**src/rtl/mem_dma_engine.sv**
```systemverilog
// Byte-granular memory-to-memory copy engine driving a single RAM port.
// Each chunk of 4/2/1 bytes is gathered by single-byte reads, then written back with one big-endian write.
module mem_dma_engine (
    input  logic        clk,
    input  logic        rst_n,
    input  logic        start,
    input  logic [31:0] src_addr,
    input  logic [31:0] dst_addr,
    input  logic [15:0] len,
    output logic        busy,
    output logic        done,
    output logic        err,
    output logic [3:0]  mem_we,
    output logic [31:0] mem_addr,
    output logic [31:0] mem_wdata,
    input  logic [31:0] mem_rdata,
    input  logic        mem_bus_col
);

    typedef enum logic [1:0] {IDLE, READ, WRITE} state_t;

    state_t      state_reg, state_next;
    logic [31:0] src_reg, src_next;
    logic [31:0] dst_reg, dst_next;
    logic [15:0] remain_reg, remain_next;
    logic [15:0] offset_reg, offset_next;
    logic [1:0]  k_reg, k_next;
    logic        done_reg, done_next;
    logic        err_reg, err_next;
    logic [7:0]  b_reg [3];
    logic [2:0]  cap_en;
    logic [2:0]  chunk;
    logic        last_read;
    logic        unused_rdata_hi;

    assign unused_rdata_hi = ^mem_rdata[31:8];

    // Chunk size is a pure function of the remaining count, which only changes at chunk boundaries.
    always_comb begin
        chunk = 3'd1;
        if (remain_reg >= 16'd4)
            chunk = 3'd4;
        else if (remain_reg >= 16'd2)
            chunk = 3'd2;
    end

    assign last_read = ({1'b0, k_reg} == (chunk - 3'd1));

    // Read cycle k returns byte k-1 of the chunk on mem_rdata.
    generate
        for (genvar gi = 0; gi < 3; gi++) begin : g_cap
            assign cap_en[gi] = (state_reg == READ) && (k_reg == 2'(gi + 1));
        end
    endgenerate

    always_ff @(posedge clk or negedge rst_n) begin
        if (!rst_n) begin
            for (int i = 0; i < 3; i++) b_reg[i] <= 8'h00;
        end else begin
            for (int i = 0; i < 3; i++)
                if (cap_en[i]) b_reg[i] <= mem_rdata[7:0];
        end
    end

    always_ff @(posedge clk or negedge rst_n) begin
        if (!rst_n) begin
            state_reg  <= IDLE;
            src_reg    <= 32'h0;
            dst_reg    <= 32'h0;
            remain_reg <= 16'h0;
            offset_reg <= 16'h0;
            k_reg      <= 2'd0;
            done_reg   <= 1'b0;
            err_reg    <= 1'b0;
        end else begin
            state_reg  <= state_next;
            src_reg    <= src_next;
            dst_reg    <= dst_next;
            remain_reg <= remain_next;
            offset_reg <= offset_next;
            k_reg      <= k_next;
            done_reg   <= done_next;
            err_reg    <= err_next;
        end
    end

    assign busy = (state_reg != IDLE);
    assign done = done_reg;
    assign err  = err_reg;

    always_comb begin
        state_next  = state_reg;
        src_next    = src_reg;
        dst_next    = dst_reg;
        remain_next = remain_reg;
        offset_next = offset_reg;
        k_next      = k_reg;
        done_next   = 1'b0;
        err_next    = err_reg;
        mem_we      = 4'b0000;
        mem_addr    = 32'h0;
        mem_wdata   = 32'h0;

        if (mem_bus_col && (busy || done_reg))
            err_next = 1'b1;

        case (state_reg)
            IDLE: begin
                if (start) begin
                    err_next = 1'b0;
                    if (len == 16'h0) begin
                        done_next = 1'b1;
                    end else begin
                        src_next    = src_addr;
                        dst_next    = dst_addr;
                        remain_next = len;
                        offset_next = 16'h0;
                        k_next      = 2'd0;
                        state_next  = READ;
                    end
                end
            end
            READ: begin
                mem_addr = src_reg + {16'h0, offset_reg} + {30'h0, k_reg};
                if (last_read) begin
                    k_next     = 2'd0;
                    state_next = WRITE;
                end else begin
                    k_next = k_reg + 2'd1;
                end
            end
            WRITE: begin
                mem_addr = dst_reg + {16'h0, offset_reg};
                // The final byte of the chunk is still on mem_rdata, so it is forwarded directly.
                case (chunk)
                    3'd4: begin
                        mem_we    = 4'b1111;
                        mem_wdata = {b_reg[0], b_reg[1], b_reg[2], mem_rdata[7:0]};
                    end
                    3'd2: begin
                        mem_we    = 4'b0011;
                        mem_wdata = {16'h0, b_reg[0], mem_rdata[7:0]};
                    end
                    default: begin
                        mem_we    = 4'b0001;
                        mem_wdata = {24'h0, mem_rdata[7:0]};
                    end
                endcase
                offset_next = offset_reg + {13'h0, chunk};
                remain_next = remain_reg - {13'h0, chunk};
                if (remain_reg == {13'h0, chunk}) begin
                    state_next = IDLE;
                    done_next  = 1'b1;
                end else begin
                    state_next = READ;
                end
            end
            default: state_next = IDLE;
        endcase
    end

endmodule

```
**config.mk**
```make
export PLATFORM = sky130hd
export DESIGN_NAME = mem_dma_engine
export DESIGN_NICKNAME = d
export VERILOG_FILES = /design/src/rtl/mem_dma_engine.sv
export SDC_FILE = /design/constraint.sdc
export NUM_CORES = 1
export LEC_CHECK = 0
export ABC_AREA = 1
export ABC_CLOCK_PERIOD_IN_PS = 3310
export CAP_MARGIN = 20
export CORE_ASPECT_RATIO = 0.7
export CORE_MARGIN = 2
export CORE_UTILIZATION = 48
export DETAILED_ROUTE_END_ITERATION = 12
export HOLD_SLACK_MARGIN = 0.03
export PLACE_DENSITY = 0.74
export SYNTH_ARGS = -nofsm -noshare
export SYNTH_HDL_FRONTEND = slang
export SYNTH_SLANG_ARGS = --single-unit
```
**constraint.sdc**
```tcl
create_clock -name clk -period 3.31 [get_ports clk]
set_input_delay 0.662 -clock clk [delete_from_list [all_inputs] [get_ports clk]]
set_output_delay 0.662 -clock clk [all_outputs]
set_load 0.02 [all_outputs]
```
# After elaboration in Yosys (flattened, before gate mapping)
# Cells that the tools add are included.
[totals] reg_bits=126 in_bits=116 word_cells=76
[classes] addsub=7 order_cmp=2 eq_ne=12 n_mux=29 bitwise=1 reduce_logical=14
[op_table] cell="one-hot mux 32 bit (2 select lines)" count=2
[op_table] cell="adder 32 x 16 -> 32 bit" count=2
[op_table] cell="two-way mux 16 bit" count=4
[op_table] cell="one-hot mux 16 bit (2 select lines)" count=2
[op_table] cell="adder 32 x 2 -> 32 bit" count=1
[op_table] cell="two-way mux 32 bit" count=1
[op_table] cell="adder 16 x 3 -> 16 bit" count=1
[op_table] cell="equality test 16 x 3 -> 1 bit" count=1
[op_table] cell="greater-or-equal comparator 16 x 2 -> 1 bit (second input constant)" count=1
[op_table] cell="greater-or-equal comparator 16 x 3 -> 1 bit (second input constant)" count=1
[op_table] cell="zero test 16 bit" count=1
[op_table] cell="subtractor 16 x 3 -> 16 bit" count=1
[op_table] cell="two-way mux 2 bit" count=7
[op_table] cell="AND reduction 3 bit" count=4
[op_table] cell="one-hot mux 4 bit (2 select lines)" count=1
[op_table] cell="two-way mux 1 bit" count=7
[op_table] cell="equality test 2 bit (second input constant)" count=3
[op_table] cell="inequality test 2 bit (second input constant)" count=3
[op_table] cell="one-hot mux 2 bit (3 select lines)" count=1
[op_table] cell="nonzero test 2 bit" count=3
[op_table] cell="equality test 2 x 1 -> 1 bit (second input constant)" count=2
[op_table] cell="logical AND 1 bit" count=4
[op_table] cell="two-way mux 4 bit" count=1
[op_table] cell="one-hot mux 2 bit (2 select lines)" count=1
[op_table] cell="10 further kinds" count=10

# Logic depth before layout (Yosys ltp)
[depth] depth_word=7 ltp_mapped=18 mapped_depth_nobuf=17

# Worst setup path after synthesis
# OpenSTA, ideal clock, no wires.
[synth_timing] path_kind="reg-to-output" start="register offset_reg[1]" end="output mem_addr[17]" arrival_time_ns=2.660 required_time_ns=2.648 slack_ns=-0.012 path_stages_with_launch=15 n_path_buf=0 path_cell_list="dfrtp_1 > fa_1 > ha_1 > inv_1 > fa_1 > inv_1 > nand3_1 > nand3_1 > nand2_1 > nand2_1 > nand2_1 > nand2_2 > nor2_1 > nand3b_1 > a21oi_1"
[synth_via] elab_chain_cells=3 word_cells_on_any_way=4
[synth_lines] element="from (decl)" line="26" rtl="logic [15:0] offset_reg, offset_next;"
[synth_lines] element="from (signal assigned)" line="80" rtl="offset_reg <= offset_next;"
[synth_lines] element="adder 32 x 16 -> 32 bit" line="124" rtl="mem_addr = src_reg + {16'h0, offset_reg} + {30'h0, k_reg};"
[synth_lines] element="adder 32 x 2 -> 32 bit" line="124"
[synth_lines] element="one-hot mux 32 bit (2 select lines) *" line="107" rtl="case (state_reg)"
[synth_lines] element="to (decl)" line="14" rtl="output logic [31:0] mem_addr,"
# Mark *: on every way between the ends. The rest lies on a longest branch, timed or not.

# Worst setup path after layout
[layout_timing] start="register k_reg[1]" end="output mem_addr[29]"
[layout_via] elab_chain_cells=2
[layout_lines] element="from (decl)" line="27" rtl="logic [1:0] k_reg, k_next;"
[layout_lines] element="from (signal assigned)" line="81" rtl="k_reg <= k_next;"
[layout_lines] element="adder 32 x 2 -> 32 bit" line="124"
[layout_lines] element="one-hot mux 32 bit (2 select lines)" line="107"
# No other way between the ends.

==> flow_summary.json <==
{
  "yosys-top-cells-area": "dfrtp_1 (30%), nand2_1 (20%), inv_1 (7.7%)",
  "track_usage_pct": 31.22,
  "ys_async_sr_fraction_pct": 100.0,
  "min_period_ns": 3.689,
  "drt_first_pass_iters": 6,
  "r2r-end": "state_reg[0]$_DFFE_PN0P_",
  "area_delta_synth_final_pct": 41.07,
  "start_util_pct": 49.42,
  "yosys_warnings": 0,
  "die_h_um": 126.8,
  "setup_viol": 29,
  "drv_slew": 0,
  "status": "complete, but fails checks",
  "cp_common_cell": "nand3_2",
  "p_leak_nw": 7.393,
  "most-common-layout-cells": "nand2_1 (510), inv_1 (210), buf_4 (129), dfrtp_1 (124), clkdlybuf4s50_1 (104)",
  "fin_skew_ns": 0.01205,
  "cts_buffers": 17,
  "power.density_nw_per_um2": 740.3,
  "synthFlopType": "dfrtp_1",
  "drc": 0,
  "port_buffers": 162,
  "fillers": 1788,
  "netlist_instances": 1599,
  "cp.required_ns": 2.65,
  "r2r-start": "state_reg[0]$_DFFE_PN0P_",
  "syn_avg_cell_area_um2": 6.466,
  "diodes": 0,
  "yosys.area.top_type": "dfrtp_1",
  "synth-edff-count": 0,
  "hold_path_class": "in2async",
  "setup_ws_ns": -0.3791,
  "drive_above_1_share_pct": 22.03,
  "nets": 2045,
  "grt_pass1_wl_um": 56550,
  "r2r_cells": 10,
  "syn-num-nets": 1782,
  "rsz0062_at_grt": "true",
  "stdcell_count": 2151,
  "cts_root_buffer": "clkbuf_16",
  "cts_num_sinks": 126,
  "clk_latency_ns": 0.44,
  "slowest_stage": "fa_1",
  "power_mw": 10.80,
  "end_kind": "primary output",
  "core_area_um2": 20920,
  "hpwlAfterDp_um": 26670,
  "vias": 11592,
  "synthDistinctLibCells": 52,
  "maxCapViolations": 0,
  "path_buf_inv": 4,
  "netlist.area_leader.share_pct": 30.50,
  "avgRoutedWirePerCell_um": 16.87,
  "cts-htree-levels": 4,
  "layout_commonest_cell": "nand2_1",
  "place_congestion": 0.9628,
  "path_max_fanout": 3,
  "cts_tree": "built",
  "synth_seq_area_share_pct": 30.50,
  "drt-total-wl_um": 36280,
  "path_class": "reg2out",
  "dp_cells": 2090,
  "dr.first_iter.drc_count": 1210,
  "first_global_vias": 10709,
  "rows": 44,
  "dieArea_um2": 22750,
  "clockBufferDepth": 2,
  "r2r_setup_slack_ns": 0.33,
  "grt_antenna_before_repair": 0,
  "place_ws_ns": -0.5239,
  "crit_family": "adder cells",
  "tightest_slew_ns": 0.8078,
  "detail_route.vias_per_cell": 5.389,
  "die_w_um": 179.4,
  "critical-path-max-stage-delay_ns": 0.56,
  "max_freq_ghz": 0.2711,
  "violations": "negative setup slack",
  "arrival_ns": 3.03,
  "grt_max_degree": 71,
  "final_hold_viol_count": 0,
  "worst_setup_path_start_kind": "register",
  "grt_overflow": 0,
  "synth-seq-cells": 126,
  "vdd_ir_drop_max_v": 0.0004861,
  "clk_pin_slew_ns": 0.07,
  "slew_headroom_pct": 46.14,
  "pin_count": 187,
  "final.period_utilization_pct": 111.5,
  "syn_area_um2": 10340,
  "crit_chain": "fa_1 > ha_2 > inv_2 > fa_2 > inv_2 > nand3_2 > nand3_4 > buf_4 > nand3_2 > nand3_2 > nand2_2 > nand3_2 > nand3_2 > a21oi_2 > buf_6",
  "ant_nets": 0,
  "holdBufCountCts": 0
}
==> cells in the mapped netlist (11+ instances only) <==
cell,count
nand2_1,545
inv_1,213
nand3_1,133
dfrtp_1,126
nor2_1,111
o21ai_0,90
a21oi_1,82
ha_1,61
nand4_1,24
nor3_1,20
o21ai_1,17
clkbuf_1,15
nand3b_1,14
buf_2,13
nand2_2,13
nor2_2,13
or2_2,11
==> where the power goes <==
group          leakage (nW)  total [mW]  switching [mW]  internal, mW
Sequential             1.56        2.91           0.714          2.20
Combinational          5.55        5.85            3.54          2.30
Clock                 0.293        2.04           0.776          1.26
Total                  7.39        10.8            5.03          5.76
==> kinds of logic after synthesis <==
family                     Yosys count  synth area share (%)
and+or+nand+nor                    915                 38.63
xor gates and xnor gates             6                0.5083
AOI/OAI and AO/OA                  222                 11.67
adders and majority gates           67                 8.544
buffers and inverters              263                 10.15
DFF                                126                 30.50
==> routing by layer <==
layer	track usage, %	up-vias	wire length, um
li1	-	5654	-
met1	46.48	5407	17220
met2	45.98	468	15360
met3	6.776	63	2896
met4	7.556	0	803
met5	0	-	0
==> layout make-up <==
class                      instances  area [um^2]  area share (%)
clock buffer                      18        429.2           2.942
timing repair inverter             1        7.507         0.05147
sequential                       126         3156           21.64
tap                              276        345.3           2.368
multi-input combinational       1210         7058           48.39
timing repair buffer             286         2569           17.61
clock inverter                    14        191.4           1.313
inverter                         220        829.5           5.688
==> metrics by stage <==
step / cell area [um^2] / TNS [ns] / util, % / hold WS [ns]
after floorplan: 10350 / 0 / - / 0.3664
after global placement: 12840 / -7.983 / 61.39 / 0.4678
after detailed placement: 12840 / -8.928 / 61.39 / 0.4738
after CTS: 14150 / -5.251 / 67.65 / 0.2048
after global routing: 14590 / -9.728 / 69.72 / 0.2224
final: 14590 / -7.050 / 69.72 / 0.1861
==> worst register-to-register path: cells and delay by family, from the launching register on <==
kind	cells	cell delay, ns
buffers and inverters	5	1.12
AO/OA/AOI/OAI	2	0.99
flip-flops	1	0.42
adder cells (fa/ha/maj)	1	0.22
AND/OR/NAND/NOR	2	0.17
==> repair_timing <==
item / 4_1_cts / 5_1_grt
gates cloned: 1 / 0
buffers inserted: 11 / 17
setup endpoints to repair: 54 / 48
resized for setup: 333 / 77
pin swaps: 56 / 30
==> worst max path at each step <==
stage / from / to / slack (ns) / depth (start not counted)
floorplan: offset_reg[1]$_DFFE_PN0P_ / mem_addr[25] / 0.05 / 13
global placement: src_reg[1]$_DFFE_PN0P_ / mem_addr[17] / -0.45 / 15
detailed placement: src_reg[1]$_DFFE_PN0P_ / mem_addr[17] / -0.52 / 15
CTS: k_reg[1]$_DFFE_PN0P_ / mem_addr[17] / -0.40 / 15
global route: k_reg[1]$_DFFE_PN0P_ / mem_addr[29] / -0.48 / 15
finish: k_reg[1]$_DFFE_PN0P_ / mem_addr[29] / -0.38 / 15
(Power assumes the default switching activity.)
